--- src/rtl/psram_req_queue.sv ---
// psram_req_queue: buffers byte read/write requests and issues them one at a
// time to PsramController as single-cycle strobes, returning completions.
// Ports:
//   clk, reset             - controller clock, async active-high reset
//   req_valid/ready/write/addr/wdata - client request handshake (ready = not full)
//   rsp_valid/write/err/data/lat     - one-cycle completion pulse plus held fields
//   mem_read/write/byte_write/addr/din/dout/busy - controller strobe interface
//   pending                - FIFO occupancy
//   err_sticky             - set on any timeout, cleared only by reset
module psram_req_queue #(
  parameter int DEPTH   = 4,
  parameter int TIMEOUT = 31,
  parameter int LAT_W   = 8
) (
  input  logic                     clk,
  input  logic                     reset,
  input  logic                     req_valid,
  output logic                     req_ready,
  input  logic                     req_write,
  input  logic [21:0]              req_addr,
  input  logic [7:0]               req_wdata,
  output logic                     rsp_valid,
  output logic                     rsp_write,
  output logic                     rsp_err,
  output logic [7:0]               rsp_data,
  output logic [LAT_W-1:0]         rsp_lat,
  output logic                     mem_read,
  output logic                     mem_write,
  output logic                     mem_byte_write,
  output logic [21:0]              mem_addr,
  output logic [15:0]              mem_din,
  input  logic [15:0]              mem_dout,
  input  logic                     mem_busy,
  output logic [$clog2(DEPTH):0]   pending,
  output logic                     err_sticky
);

  localparam int PTR_W = $clog2(DEPTH);
  localparam int CNT_W = PTR_W + 1;

  typedef struct packed {
    logic        write;
    logic [21:0] addr;
    logic [7:0]  wdata;
  } req_t;

  typedef enum logic [2:0] {
    S_IDLE  = 3'd0,
    S_ISSUE = 3'd1,
    S_ARM   = 3'd2,
    S_WAIT  = 3'd3,
    S_RESP  = 3'd4
  } state_t;

  state_t state, state_nxt;

  req_t             fifo_mem [DEPTH];
  logic [PTR_W-1:0] wr_ptr, rd_ptr;
  logic             push, pop;
  req_t             req_in;
  req_t             wk;          // request currently in flight

  logic [LAT_W-1:0] lat;
  logic [LAT_W-1:0] lat_nxt;
  logic [7:0]       wait_cnt;    // separate from lat so timeout works even if LAT_W is narrow
  logic [8:0]       wait_inc;
  logic             tmo_hit;

  assign req_in    = '{write: req_write, addr: req_addr, wdata: req_wdata};
  // Based on the registered count only, so a pop while full does not
  // reopen the queue in the same cycle.
  assign req_ready = (pending != CNT_W'(DEPTH));
  assign push      = req_valid && req_ready;

  assign mem_byte_write = 1'b1;
  assign mem_addr       = wk.addr;
  assign mem_din        = {wk.wdata, wk.wdata};

  assign lat_nxt  = (lat == {LAT_W{1'b1}}) ? lat : lat + LAT_W'(1);
  assign wait_inc = {1'b0, wait_cnt} + 9'd1;
  assign tmo_hit  = mem_busy && (wait_inc >= 9'(TIMEOUT));

  // FIFO storage and pointers
  always_ff @(posedge clk) begin
    if (push) fifo_mem[wr_ptr] <= req_in;
  end

  always_ff @(posedge clk or posedge reset) begin
    if (reset) begin
      wr_ptr  <= '0;
      rd_ptr  <= '0;
      pending <= '0;
    end else begin
      if (push) wr_ptr <= wr_ptr + PTR_W'(1);
      if (pop)  rd_ptr <= rd_ptr + PTR_W'(1);
      case ({push, pop})
        2'b10:   pending <= pending + CNT_W'(1);
        2'b01:   pending <= pending - CNT_W'(1);
        default: pending <= pending;
      endcase
    end
  end

  // FSM: state register
  always_ff @(posedge clk or posedge reset) begin
    if (reset) state <= S_IDLE;
    else       state <= state_nxt;
  end

  // FSM: next state
  always_comb begin
    state_nxt = state;
    case (state)
      S_IDLE:  if (pending != '0 && !mem_busy) state_nxt = S_ISSUE;
      S_ISSUE: state_nxt = S_ARM;
      S_ARM:   state_nxt = S_WAIT;   // controller raises busy one cycle after the strobe
      S_WAIT:  if (!mem_busy || tmo_hit) state_nxt = S_RESP;
      S_RESP:  state_nxt = S_IDLE;
      default: state_nxt = S_IDLE;
    endcase
  end

  // FSM: outputs
  always_comb begin
    pop       = 1'b0;
    mem_read  = 1'b0;
    mem_write = 1'b0;
    rsp_valid = 1'b0;
    case (state)
      S_IDLE:  pop = (pending != '0) && !mem_busy;
      S_ISSUE: begin
        mem_read  = !wk.write;
        mem_write = wk.write;
      end
      S_RESP:  rsp_valid = 1'b1;
      default: ;
    endcase
  end

  // Working register, latency tracking and response fields
  always_ff @(posedge clk or posedge reset) begin
    if (reset) begin
      wk         <= '0;
      lat        <= '0;
      wait_cnt   <= '0;
      rsp_write  <= 1'b0;
      rsp_err    <= 1'b0;
      rsp_data   <= '0;
      rsp_lat    <= '0;
      err_sticky <= 1'b0;
    end else begin
      if (pop) wk <= fifo_mem[rd_ptr];
      if (state == S_ISSUE) begin
        lat      <= LAT_W'(1);
        wait_cnt <= 8'd1;
      end
      if (state == S_WAIT) begin
        lat      <= lat_nxt;
        wait_cnt <= wait_inc[7:0];
        // Response fields are loaded on the way into RESP and then held.
        if (!mem_busy || tmo_hit) begin
          rsp_write <= wk.write;
          rsp_err   <= mem_busy;
          rsp_lat   <= lat_nxt;
          if (!mem_busy && !wk.write)
            rsp_data <= wk.addr[0] ? mem_dout[15:8] : mem_dout[7:0];
          else
            rsp_data <= 8'h00;
          if (mem_busy) err_sticky <= 1'b1;
        end
      end
    end
  end

endmodule

--- config.mk ---
export PLATFORM = sky130hd
export DESIGN_NAME = psram_req_queue
export DESIGN_NICKNAME = d
export VERILOG_FILES = /design/src/rtl/psram_req_queue.sv
export SDC_FILE = /design/constraint.sdc
export NUM_CORES = 1
export LEC_CHECK = 0
export BUFFER_PORTS_ARGS = -buffer_cell sky130_fd_sc_hd__buf_2
export CAP_MARGIN = 0
export CORE_UTILIZATION = 40
export CTS_BUF_LIST = sky130_fd_sc_hd__clkbuf_4
export CTS_CLUSTER_SIZE = 12
export DETAILED_ROUTE_END_ITERATION = 12
export GPL_TIMING_DRIVEN = 0
export HOLD_SLACK_MARGIN = 0.06
export PLACE_DENSITY_LB_ADDON = 0.3
export SYNTH_ARGS = -nofsm -noshare
export SYNTH_HDL_FRONTEND = slang
export SYNTH_SLANG_ARGS = --single-unit
--- constraint.sdc ---
create_clock -name clk -period 7.21 [get_ports clk]
set_input_delay 0 -clock clk [delete_from_list [all_inputs] [get_ports clk]]
set_output_delay 0 -clock clk [all_outputs]
set_load 0.005 [all_outputs]
# --- Word-level counts from Yosys, hierarchy flattened ---
# Memories as Yosys holds them, arrays and structs flattened. A register that Yosys moved wholly into a read port is not among the register bits.
# Index checks and enable logic that the tools add are counted.
totals:
  out_inout_bits: 65
  elab_cells: 59
  n_memories: 1
  in_bits: 51
  reg_bits: 45
  ram_bits: 124
classes:
  n_reduce_logical: 14
  mux: 16
  addsub: 6
  n_lt_le_gt_ge: 1
  eq_ne: 10
mem_list:
  columns: ["name", "words", "word_bits", "read_ports", "rd_ports_with_merged_regs", "write_ports", "line_no", "text"]
  rows:
  - ["fifo_mem", 4, 31, 1, 1, 1, "57", "req_t fifo_mem [DEPTH];"]
ops:
  columns: ["op", "n"]
  rows:
  - ["$mux W8", 6]
  - ["$pmux W3 S4", 1]
  - ["$add A8 B1 Y9 const B", 1]
  - ["$ge A9 B5 Y1 const B", 1]
  - ["$add A8 B1 Y8 const B", 1]
  - ["$eq A8 B8 Y1 const B", 1]
  - ["$eq A3 B2 Y1 const B", 2]
  - ["$mux W1", 6]
  - ["$mux W3", 2]
  - ["$pmux W3 S2", 1]
  - ["$add A2 B1 Y2 const B", 2]
  - ["$logic_and A1 B1 Y1", 4]
  - ["$ne A2 B2 Y1 const B", 2]
  - ["$reduce_and A2 Y1", 2]
  - ["$reduce_bool A2 Y1", 2]
  - ["$add A3 B1 Y3 const B", 1]
  - ["$eq A3 B1 Y1 const B", 1]
  - ["$eq A3 B3 Y1 const B", 1]
  - ["$logic_not A3 Y1", 1]
  - ["$ne A3 B3 Y1 const B", 1]
  - ["$reduce_and A3 Y1", 1]
  - ["$reduce_bool A3 Y1", 1]
  - ["$sub A3 B1 Y3 const B", 1]
  - ["$eq A2 B1 Y1 const B", 1]
  - ["3 further kinds", 4]

# --- Depth between registers and ports, before layout ---
depth:
  word_depth: 6
  ltp_mapped: 10
  mapped_depth_nobuf: 10

# --- Worst setup path after synthesis ---
# Ideal clock, no wire load.
synth_path:
  path_kind: "register to register"
  start: "register state[1]"
  end: "register pending[2]"
  arrival_time_ps: 2409
  path_stages_with_launch: 11
  n_path_buf: 2
  slack_ps: 4722
  period_less_slack_ps: 2488
  path_cell_list: "dfrtp_1 clkbuf_1 nor2_1 nor4b_2 buf_2 ha_1 inv_1 fa_1 xor2_1 nor2_1 xor2_1"
synth_via:
  elab_chain_cells: 4
  word_cells_on_any_way: 6
synth_rtl:
  columns: ["item", "line_no", "text"]
  rows:
  - ["start, declared", "55", "state_t state, state_nxt;"]
  - ["start signal, assigned", "107", "else state <= state_nxt;"]
  - ["$logic_not A3 Y1 *", "129", "case (state)"]
  - ["$mux W1 *", "129", null]
  - ["net pop", "59", "logic push, pop;"]
  - ["$eq A2 B1 Y1 or $eq A2 B2 Y1 (tied branches)", "96", "case ({push, pop})"]
  - ["$pmux W3 S2 or $reduce_bool A2 Y1 (tied branches)", null, null]
  - ["end signal, assigned", "97", "2'b10: pending <= pending + CNT_W'(1);"]
  - ["end signal, assigned", "98", "2'b01: pending <= pending - CNT_W'(1);"]
  - ["end signal, assigned", "99", "default: pending <= pending;"]
  - ["end, declared", "34", "output logic [$clog2(DEPTH):0] pending,"]
# Mark *: on every way through the listed nets, which the timed path passes. The rest lies on a longest branch.
# A chain may end at the register's enable or synchronous reset.

# --- Final worst setup path ---
# Ends and elaborated chain as after synthesis.

==> flow_summary.json <==
{
  "outcome": "finished clean",
  "crit_type": "reg -> reg",
  "hold_path.startpoint": "req_addr[6]",
  "place_congestion": 0.811,
  "postLayoutCoreUtil": 0.498,
  "ys_seq_elements": 200,
  "dp.final_hpwl_um": 10700,
  "seq_area_frac_synth": 0.685,
  "power_frac_comb": 0.362,
  "die_h_um": 145,
  "crit_path_top_delay_cell": "nor4b_2",
  "slew_headroom": 0.341,
  "die_area_um2": 21100,
  "ys.warnings.count": 0,
  "antenna_found_initial": 0,
  "p_per_area_nw_per_um2": 358,
  "cts_buffers": 17,
  "worst-r2r-setup-slack_ps": 3990,
  "critPathMaxStageDelay_ps": 820,
  "cp_data_required_time_ps": 7720,
  "h-tree-depth": 4,
  "worstPathCellList": "clkbuf_1 > nor2_1 > nor4b_2 > buf_2 > ha_1 > inv_1 > fa_1 > xor2_1 > nor2_1 > xor2_1",
  "syn_nets": 555,
  "fin_crit_sh": 0.447,
  "cts.clk_slew.worst_paths_ps": 180,
  "intPower_mw": 2.44,
  "yosysMostFrequentCell": "edfxtp_1",
  "hold_path_class": "in -> reg",
  "p_leak_nw": 3.98,
  "start_kind": "flip-flop",
  "syn-cell-area_um2": 8210,
  "sequentialPowerShare": 0.469,
  "worstMarginPinSlew_ps": 986,
  "grt_max_degree": 53,
  "drt-total-wl_um": 16200,
  "drive_above_1_share": 0.391,
  "synthCells": 495,
  "grt_first_pass_wirelength_um": 26400,
  "finClkSkew_ps": 28.1,
  "end_kind": "flip-flop",
  "path_max_fanout": 10,
  "multi_input_area_um2": 2180,
  "synth_top_area_share": 0.453,
  "diodes": 0,
  "drt_first_pass_iters": 4,
  "grt_pass1_vias": 4901,
  "maxCapViolCount": 0,
  "min_to": "fifo_mem[3][14]",
  "total_power_mw": 3.60,
  "r2r_cells": 10,
  "clkSinkCount": 200,
  "avgSynthCellArea_um2": 16.6,
  "reg2reg_from": "state[1]",
  "fin_crit_ps": 3220,
  "async_flop_share": 0.380,
  "post_cts_buffers": 0,
  "clock_path_buffers": 2,
  "seqCellArea_um2": 5630,
  "drc_errors": 0,
  "ioPinCount": 116,
  "gr-usage-all-layers": 0.164,
  "power_frac_clock": 0.169,
  "hold_path_depth": 2,
  "synth_flop_cell": "edfxtp_1",
  "root_buffer": "clkbuf_4",
  "drtIter0Drc": 213,
  "clock_latency_ps": 570,
  "net-switching-power_mw": 1.17,
  "core_um2": 20200,
  "n_fill_cell": 1779,
  "worstReg2RegEnd": "pending[2]",
  "drt-vias-per-instance": 4.85,
  "fin_nets": 743,
  "via_count": 4684,
  "overflow": 0,
  "synth_edf_count": 124,
  "cts_tree": "yes",
  "tns_ps": 0,
  "yosys-top-cells-count": "edfxtp_1, dfrtp_1, buf_4, mux2_2, mux4_2",
  "finalSetupViolations": 0,
  "synth_cell_type_count": 48,
  "swShare": 0.324,
  "fmax_mhz": 310,
  "ir_drop_mv": 0.281,
  "hold_violations": 0,
  "final_max_slew_viol_count": 0,
  "postRouteAntennaNets": 0,
  "hold_ws_ps": 156,
  "cp.arrival_ps": 3730,
  "portBuffers": 113,
  "die_width_um": 145,
  "start_util": 0.407,
  "yosysTopAreaCell": "edfxtp_1",
  "synthTopCellsByArea": "edfxtp_1, dfrtp_1, mux4_2",
  "syn2layout_area_growth_pct": 22.4,
  "rsz0062_at_grt": "false",
  "rows": 52,
  "routedWlPerCell_um": 16.8
}
[flip-flops by register name, summed over array words and instances (netlist names)]
| signal | count |
|---|---|
| state | 3 |
| err_sticky | 1 |
| rsp_err | 1 |
| wk | 1 |
| mem_din | 8 |
| rsp_data | 8 |
| lat | 8 |
| pending | 3 |
| rsp_lat | 8 |
| mem_addr | 22 |
| wr_ptr | 2 |
| rd_ptr | 2 |
| rsp_write | 1 |
| fifo_mem | 124 |
| wait_cnt | 8 |
[worst max path at each step]
| stage | from | cells after the start | slack, ps | end |
|---|---|---|---|---|
| 4_1_cts | state[1] | 10 | 3890 | pending[2] |
| 6_report | state[1] | 10 | 3990 | pending[2] |
| 2_1_floorplan | state[1] | 10 | 4720 | pending[2] |
| 3_5_place_dp | state[1] | 10 | 3930 | pending[2] |
| 3_3_place_gp | state[1] | 10 | 3970 | pending[2] |
| 5_1_grt | state[1] | 10 | 3680 | pending[2] |
[what timing repair did]
action                                 CTS  global route
hold buffers                            51             0
resized for setup                        0             0
endpoints found under the hold margin  251             0
[per-layer routing]
| layer | GRT usage | part of all wire |
|---|---|---|
| met1 | 0.207 | 0.43 |
| met3 | 0.0409 | 0.043 |
| met2 | 0.281 | 0.52 |
| met4 | 0.0463 | 0.0088 |
| met5 | 0 | 0 |
[placed cells by master, fill, tap and decap left out, types with 3 or more instances in the layout]
master,synthesis,layout
a22o_1,3,3
buf_1,4,4
buf_12,0,4
nor3_1,5,5
mux2_2,31,31
nor2_1,12,12
o2bb2ai_1,8,8
mux4_2,31,31
buf_4,41,41
dlygate4sd3_1,0,51
buf_2,3,116
clkbuf_1,10,10
mux2i_1,10,10
nand2_1,28,28
ha_1,8,8
o21ai_2,3,3
inv_1,8,7
or3_1,4,4
clkinv_8,0,4
o21ai_0,23,23
inv_8,0,3
edfxtp_1,124,124
nand2b_1,3,3
xor2_1,5,5
dfrtp_1,76,76
o31ai_1,6,6
and3_2,0,4
xnor2_1,5,5
inv_6,0,3
nand3_1,9,9
clkbuf_4,0,17
[metrics by stage]
step | worst slack [ps] | std cells | instance area [µm²]
finish | 3990 | 966 | 10100
global route | 3680 | 966 | 10100
CTS | 3890 | 966 | 10100
detailed placement | 3930 | 883 | 9230
global placement | 3970 | 878 | 9120
floorplan | 4720 | 495 | 8210
[critical path, delay by kind of cell, from the launching register on]
family | cells | cell delay (ps)
xor+xnor | 2 | 320
flops | 1 | 400
fa+ha+maj | 2 | 610
simple gates | 3 | 1150
buf+inv | 3 | 680
[layout make-up]
class | count | area share
flip-flops and latches | 200 | 0.560
inverters | 9 | 0.00361
clock buffers | 17 | 0.0127
repair buffers | 169 | 0.118
plain buffers | 58 | 0.0373
well taps | 270 | 0.0336
multi-input cells | 228 | 0.217
clock inverters | 15 | 0.0183
[power groups by stage]
| stage | Sequential (mW) | Clock (mW) | Combinational, mW |
|---|---|---|---|
| after global placement | 1.71 | 0 | 1.24 |
| final | 1.69 | 0.608 | 1.30 |
| after CTS | 1.69 | 0.629 | 1.33 |
| after global routing | 1.73 | 0.678 | 1.43 |
| after floorplan | 1.68 | 0 | 0.868 |
| after detailed placement | 1.72 | 0 | 1.29 |
[cells by family after synthesis]
family,synth area share
buf+inv,0.0498
simple gates,0.0486
flops,0.685
mux,0.145
compound gates,0.0462
xor+xnor,0.0107
other cells,0.000457
fa+ha+maj,0.0146
No activity file was read; power rests on OpenSTA's default activity.
